===== src/rtl/jtag_ctrl_pkg.sv =====
// rtl/jtag_ctrl_pkg.sv - shared constants, TMS patterns and FSM states for the JTAG scan arbiter
package jtag_ctrl_pkg;

    localparam int MAX_LEN_DEFAULT = 32;
    localparam int TLR_WALK_LEN    = 5;

    // TMS patterns are applied LSB first.
    localparam logic [2:0] DR_HDR_PAT = 3'b001;
    localparam logic [3:0] IR_HDR_PAT = 4'b0011;
    localparam logic [1:0] TAIL_PAT   = 2'b01;

    typedef enum logic [2:0] {
        ST_TLR_WALK,
        ST_IDLE,
        ST_HDR,
        ST_SHIFT,
        ST_TAIL,
        ST_DONE
    } state_e;

    function automatic logic hdr_bit(input logic ir, input logic [1:0] idx);
        logic [3:0] pat;
        pat = ir ? IR_HDR_PAT : {1'b0, DR_HDR_PAT};
        return pat[idx];
    endfunction

endpackage


===== src/rtl/jtag_rr_arb2.sv =====
// rtl/jtag_rr_arb2.sv - two-way round-robin arbiter; last-grant pointer advances on done
module jtag_rr_arb2 (
    input  logic       clk,
    input  logic       rst,
    input  logic [1:0] req_i,
    input  logic [1:0] done_i,
    output logic [1:0] gnt_o,
    output logic       idx_o
);

    logic last_q;

    always_comb begin
        idx_o = (req_i == 2'b11) ? ~last_q : req_i[1];
        gnt_o = 2'b00;
        if (req_i != 2'b00) begin
            gnt_o = idx_o ? 2'b10 : 2'b01;
        end
    end

    // Pointer starts at 1 so requester 0 wins the first tie.
    always_ff @(posedge clk or posedge rst) begin
        if (rst) begin
            last_q <= 1'b1;
        end else if (|done_i) begin
            last_q <= done_i[1];
        end
    end

endmodule


===== src/rtl/jtag_scan_arbiter.sv =====
// rtl/jtag_scan_arbiter.sv - shares one JTAG TAP between two scan requesters, runs full IR/DR scans
module jtag_scan_arbiter
    import jtag_ctrl_pkg::*;
#(
    parameter int MAX_LEN = MAX_LEN_DEFAULT,
    parameter int LEN_W   = $clog2(MAX_LEN + 1)
) (
    input  logic                 clk,
    input  logic                 rst,
    input  logic [1:0]           req,
    input  logic [1:0]           req_ir,
    input  logic [2*LEN_W-1:0]   req_len,
    input  logic [2*MAX_LEN-1:0] req_data,
    output logic [1:0]           gnt,
    output logic [1:0]           done,
    output logic [MAX_LEN-1:0]   rsp_data,
    output logic                 ready,
    output logic                 tck,
    output logic                 tms,
    output logic                 tdi,
    input  logic                 tdo
);

    state_e             state_q, state_d;
    logic               tck_q, tck_d;
    logic               tms_q, tms_d;
    logic               tdi_q, tdi_d;
    logic [1:0]         gnt_q, gnt_d;
    logic [1:0]         done_q, done_d;
    logic [MAX_LEN-1:0] rsp_q, rsp_d;
    logic               ready_q, ready_d;
    logic               ir_q, ir_d;
    logic [LEN_W-1:0]   len_q, len_d;
    logic [MAX_LEN-1:0] data_q, data_d;
    logic [MAX_LEN-1:0] cap_q, cap_d;
    logic [LEN_W-1:0]   cnt_q, cnt_d;

    logic [1:0]         arb_gnt;
    logic               arb_idx;
    logic [LEN_W-1:0]   sel_len_raw;
    logic [LEN_W-1:0]   sel_len;
    logic [LEN_W-1:0]   hdr_last;
    logic [MAX_LEN-1:0] rsp_aligned;

    jtag_rr_arb2 u_arb (
        .clk    (clk),
        .rst    (rst),
        .req_i  (req),
        .done_i (done_q),
        .gnt_o  (arb_gnt),
        .idx_o  (arb_idx)
    );

    assign sel_len_raw = arb_idx ? req_len[2*LEN_W-1:LEN_W] : req_len[LEN_W-1:0];
    assign sel_len     = (sel_len_raw > LEN_W'(MAX_LEN)) ? LEN_W'(MAX_LEN) : sel_len_raw;
    assign hdr_last    = ir_q ? LEN_W'(3) : LEN_W'(2);
    // TDO enters at the MSB end; shift the captured bits down to [len-1:0].
    assign rsp_aligned = cap_q >> (LEN_W'(MAX_LEN) - len_q);

    always_comb begin
        state_d = state_q;
        tck_d   = tck_q;
        tms_d   = tms_q;
        tdi_d   = tdi_q;
        gnt_d   = gnt_q;
        done_d  = 2'b00;
        rsp_d   = rsp_q;
        ready_d = ready_q;
        ir_d    = ir_q;
        len_d   = len_q;
        data_d  = data_q;
        cap_d   = cap_q;
        cnt_d   = cnt_q;

        case (state_q)
            ST_TLR_WALK: begin
                tck_d = ~tck_q;
                if (tck_q) begin
                    if (cnt_q == LEN_W'(TLR_WALK_LEN)) begin
                        state_d = ST_IDLE;
                        ready_d = 1'b1;
                        tms_d   = 1'b0;
                        cnt_d   = '0;
                    end else begin
                        cnt_d = cnt_q + 1'b1;
                        tms_d = (cnt_d < LEN_W'(TLR_WALK_LEN));
                    end
                end
            end
            ST_IDLE: begin
                if (|req) begin
                    state_d = ST_HDR;
                    gnt_d   = arb_gnt;
                    ready_d = 1'b0;
                    ir_d    = arb_idx ? req_ir[1] : req_ir[0];
                    len_d   = sel_len;
                    data_d  = arb_idx ? req_data[2*MAX_LEN-1:MAX_LEN] : req_data[MAX_LEN-1:0];
                    cap_d   = '0;
                    cnt_d   = '0;
                    tck_d   = 1'b0;
                    tdi_d   = 1'b0;
                    // Both header patterns start with TMS=1; a zero-length scan leaves the TAP untouched.
                    tms_d   = (sel_len != '0);
                end
            end
            ST_HDR: begin
                if (len_q == '0) begin
                    state_d = ST_DONE;
                    done_d  = gnt_q;
                    rsp_d   = '0;
                    gnt_d   = 2'b00;
                end else begin
                    tck_d = ~tck_q;
                    if (tck_q) begin
                        if (cnt_q == hdr_last) begin
                            state_d = ST_SHIFT;
                            cnt_d   = '0;
                            tms_d   = (len_q == LEN_W'(1));
                            tdi_d   = data_q[0];
                            data_d  = data_q >> 1;
                        end else begin
                            cnt_d = cnt_q + 1'b1;
                            tms_d = hdr_bit(ir_q, cnt_d[1:0]);
                        end
                    end
                end
            end
            ST_SHIFT: begin
                tck_d = ~tck_q;
                if (!tck_q) begin
                    cap_d = {tdo, cap_q[MAX_LEN-1:1]};
                end else if (cnt_q == len_q - 1'b1) begin
                    state_d = ST_TAIL;
                    cnt_d   = '0;
                    tms_d   = TAIL_PAT[0];
                    tdi_d   = 1'b0;
                end else begin
                    cnt_d  = cnt_q + 1'b1;
                    tms_d  = (cnt_d == len_q - 1'b1);
                    tdi_d  = data_q[0];
                    data_d = data_q >> 1;
                end
            end
            ST_TAIL: begin
                tck_d = ~tck_q;
                if (tck_q) begin
                    if (cnt_q != '0) begin
                        state_d = ST_DONE;
                        done_d  = gnt_q;
                        rsp_d   = rsp_aligned;
                        gnt_d   = 2'b00;
                        tms_d   = 1'b0;
                    end else begin
                        cnt_d = LEN_W'(1);
                        tms_d = TAIL_PAT[1];
                    end
                end
            end
            ST_DONE: begin
                state_d = ST_IDLE;
                ready_d = 1'b1;
            end
            default: begin
                state_d = ST_TLR_WALK;
            end
        endcase
    end

    always_ff @(posedge clk or posedge rst) begin
        if (rst) begin
            state_q <= ST_TLR_WALK;
            tck_q   <= 1'b0;
            tms_q   <= 1'b1;
            tdi_q   <= 1'b0;
            gnt_q   <= 2'b00;
            done_q  <= 2'b00;
            rsp_q   <= '0;
            ready_q <= 1'b0;
            ir_q    <= 1'b0;
            len_q   <= '0;
            data_q  <= '0;
            cap_q   <= '0;
            cnt_q   <= '0;
        end else begin
            state_q <= state_d;
            tck_q   <= tck_d;
            tms_q   <= tms_d;
            tdi_q   <= tdi_d;
            gnt_q   <= gnt_d;
            done_q  <= done_d;
            rsp_q   <= rsp_d;
            ready_q <= ready_d;
            ir_q    <= ir_d;
            len_q   <= len_d;
            data_q  <= data_d;
            cap_q   <= cap_d;
            cnt_q   <= cnt_d;
        end
    end

    assign gnt      = gnt_q;
    assign done     = done_q;
    assign rsp_data = rsp_q;
    assign ready    = ready_q;
    assign tck      = tck_q;
    assign tms      = tms_q;
    assign tdi      = tdi_q;

endmodule


===== config.mk =====
export PLATFORM = sky130hd
export DESIGN_NAME = jtag_scan_arbiter
export DESIGN_NICKNAME = d
export VERILOG_FILES = /design/src/rtl/jtag_ctrl_pkg.sv /design/src/rtl/jtag_rr_arb2.sv /design/src/rtl/jtag_scan_arbiter.sv
export SDC_FILE = /design/constraint.sdc
export NUM_CORES = 1
export LEC_CHECK = 0
export CAP_MARGIN = 25
export CORE_MARGIN = 3
export CORE_UTILIZATION = 55
export DETAILED_ROUTE_END_ITERATION = 10
export GPL_TIMING_DRIVEN = 0
export PLACE_DENSITY_LB_ADDON = 0.15
export SLEW_MARGIN = 5
export SYNTH_ARGS = -nofsm -noshare
export SYNTH_HDL_FRONTEND = slang
export SYNTH_HIERARCHICAL = 1
export SYNTH_SLANG_ARGS = --single-unit

===== constraint.sdc =====
create_clock -name clk -period 4.63 [get_ports clk]
set_input_delay 0.926 -clock clk [delete_from_list [all_inputs] [get_ports clk]]
set_output_delay 0.926 -clock clk [all_outputs]
set_load 0.03 [all_outputs]

==> impl_metrics.ini <==
[global_routing]
grt_pass1_wl_um = 32420
grt_pass1_vias = 6417
track_usage = 0.2704
antenna_found_initial = 0
grt_max_degree = 70
grt_overflow = 0

[logic_synthesis]
yosysUniqueCellTypes = 62
synth-seq-area-share = 0.3967
yosysWarnings = 6
synth_edf_count = 0
synthCells = 823
syn_area_per_cell_sq_um = 9.283
synthFlopType = dfrtp_1
netlist_area_sq_mm = 0.007640
synth_seq_cells = 121
synth-async-reset-ratio = 1.000
syn_nets = 913

[critical_path]
critPathCaptureType = flip-flop
worstPathCellList = clkdlybuf4s50_1 -> a21boi_1 -> clkbuf_1 -> clkbuf_1 -> buf_1 -> mux2i_1 -> nor2_1 -> a21oi_1 -> o21ai_2
crit_family = buffers and inverters
critPathMaxStageDelay_ns = 0.61
required_ns = 4.94
critPathKind = in -> reg
cpMostUsedCell = clkbuf_1
cp_slowest_cell = buf_1
crit_fanout = 10
cp.arrival_ns = 3.74
cp_num_buf_inv = 4
start_kind = input port

[floorplanning]
ios = 123
dieArea_sq_mm = 0.01534
initial_core_util = 0.5701
fp-row-count = 42
die_w_um = 123.9
dieHeight_um = 123.9
coreArea_sq_mm = 0.01340

[cells_and_area]
layout_commonest_cell = nand2_1
final_net_count = 1056
stdcell_area_sq_mm = 0.009744
drive_gt1_frac = 0.1258
layout_common_cells = 156 x nand2_1, 122 x clkdlybuf4s50_1, 119 x dfrtp_1
n_fill_cell = 1019
insertedDiodeCount = 0
area_delta_synth_final_pct = 27.55

[drt]
firstDrtPassIters = 8
wl_um = 19950
ant_nets = 0
drt_iter0_drc = 755
via_count = 6904
wl_per_cell_um = 17.28
drc = 0
viasPerCell = 5.983

[cts]
cts_tree = yes
path_clk_slew_ns = 0.06
clock_sinks = 121
cts-root-buf = clkbuf_16
post_cts.repair.setup_buffers = 0
postCtsHoldBufs = 0
clockBufferDepth = 2
clock_latency_ns = 0.42
htreeDepth = 4
cts-buffers-inserted = 17
postCtsResizedCells = 0

[sta]
maxSlewViolCount = 0
hold_viol = 0
rsz0062_at_grt = no
layout_min_cycle_time_ns = 3.427
worstMarginPinSlew_ns = 0.9347
relSlewSlack = 0.3711
fmax_mhz = 291.8
skew_ns = 0.007662
setup_viol = 0
post-route-period-util = 0.7402
tns_ns = 0

[flow_run]
max_cap_viol_count = 0

[power_and_ir_drop]
power-per-cell-area_mw_per_mm2 = 719.1
power_leakage_nw = 4.013
ir_drop_uv = 360.4

[place]
dp_hpwl_um = 14640
dpl-instance-area_sq_mm = 0.009114
port_buffers = 122
gp_congestion = 0.9386

[status]
outcome = complete, no violations

[min_path]
hold_class = reg -> reg
==> cell usage after synthesis, types with 12 or more instances <==
cell / instances / area [sq um]
a211oi_1: 13 / 97.59
a21oi_1: 57 / 285.3
buf_2: 14 / 70.07
clkbuf_1: 37 / 138.9
dfrtp_1: 119 / 2978
mux2_2: 14 / 157.7
mux2i_1: 61 / 610.6
mux4_2: 29 / 653.1
nand2_1: 156 / 585.6
nand3_1: 12 / 60.06
nor2_1: 62 / 232.7
o21ai_0: 68 / 340.3
o21ai_1: 20 / 100.1
==> metal layers <==
layer  global-route usage  routed length (um)
met1               0.3678                8701
met2               0.4400                9781
met3              0.05495                1205
met4              0.07958                 258
met5                    0                   0
==> through the flow <==
step / power [mW] / std cells / worst slack (ns) / hold slack (ns) / util
3_5_place_dp: 5.566 / 1122 / 0.7621 / 0.4518 / 0.6801
5_1_grt: 7.487 / 1154 / 0.9796 / 0.4711 / 0.7272
4_1_cts: 6.977 / 1153 / 1.176 / 0.4594 / 0.7266
3_3_place_gp: 5.491 / 1121 / -1.159 / 0.4165 / 0.6777
6_report: 7.007 / 1154 / 1.203 / 0.4425 / 0.7272
2_1_floorplan: 4.540 / 823 / 0.5198 / 0.4453 / -
==> flip-flops by register name (all words and copies together) (netlist names) <==
signal        cells
cap_q            32
data_q           32
rsp_data         32
cnt_q             6
len_q             6
state_q           3
done              2
gnt               2
ir_q              1
ready             1
tck               1
tdi               1
tms               1
u_arb/last_q      1
==> power by group <==
part | leakage (nW) | internal [mW] | total, mW | switching, mW
Combinational | 2.11 | 1.54 | 4.03 | 2.48
Sequential | 1.61 | 1.38 | 1.60 | 0.218
Clock | 0.293 | 0.900 | 1.38 | 0.483
==> cells by family after synthesis <==
family                     synth area share
DFF                                  0.3967
muxes                                0.1860
AOI/OAI and AO/OA                    0.1862
buffers and inverters               0.04651
adders and majority gates           0.01146
and+or+nand+nor                      0.1484
xor gates and xnor gates            0.02473
==> cell type report <==
| class | count | area, sq um | area share |
|---|---|---|---|
| Buffer | 62 | 302.8 | 0.03107 |
| Clock buffer | 21 | 480.5 | 0.04931 |
| Clock inverter | 10 | 142.6 | 0.01464 |
| Inverter | 14 | 57.56 | 0.005907 |
| Multi-Input combinational cell | 626 | 4254 | 0.4366 |
| Sequential cell | 121 | 3030 | 0.3110 |
| Tap cell | 176 | 220.2 | 0.02260 |
| Timing Repair Buffer | 124 | 1256 | 0.1289 |
==> path summary, 6_finish.rpt <==
kind	to	depth (start not counted)	slack (ns)	start
max in group asynchronous	data_q[13]	3	3.00	rst
hold / removal	u_arb/last_q	1	0.44	done[0]
setup / recovery	data_q[3]	9	1.20	req[1]
setup reg to reg	rsp_data[1]	11	1.44	len_q[0]
hold reg to reg	u_arb/last_q	1	0.44	done[0]
min in group asynchronous	u_arb/last_q	2	0.94	rst
(Power assumes the default switching activity.)
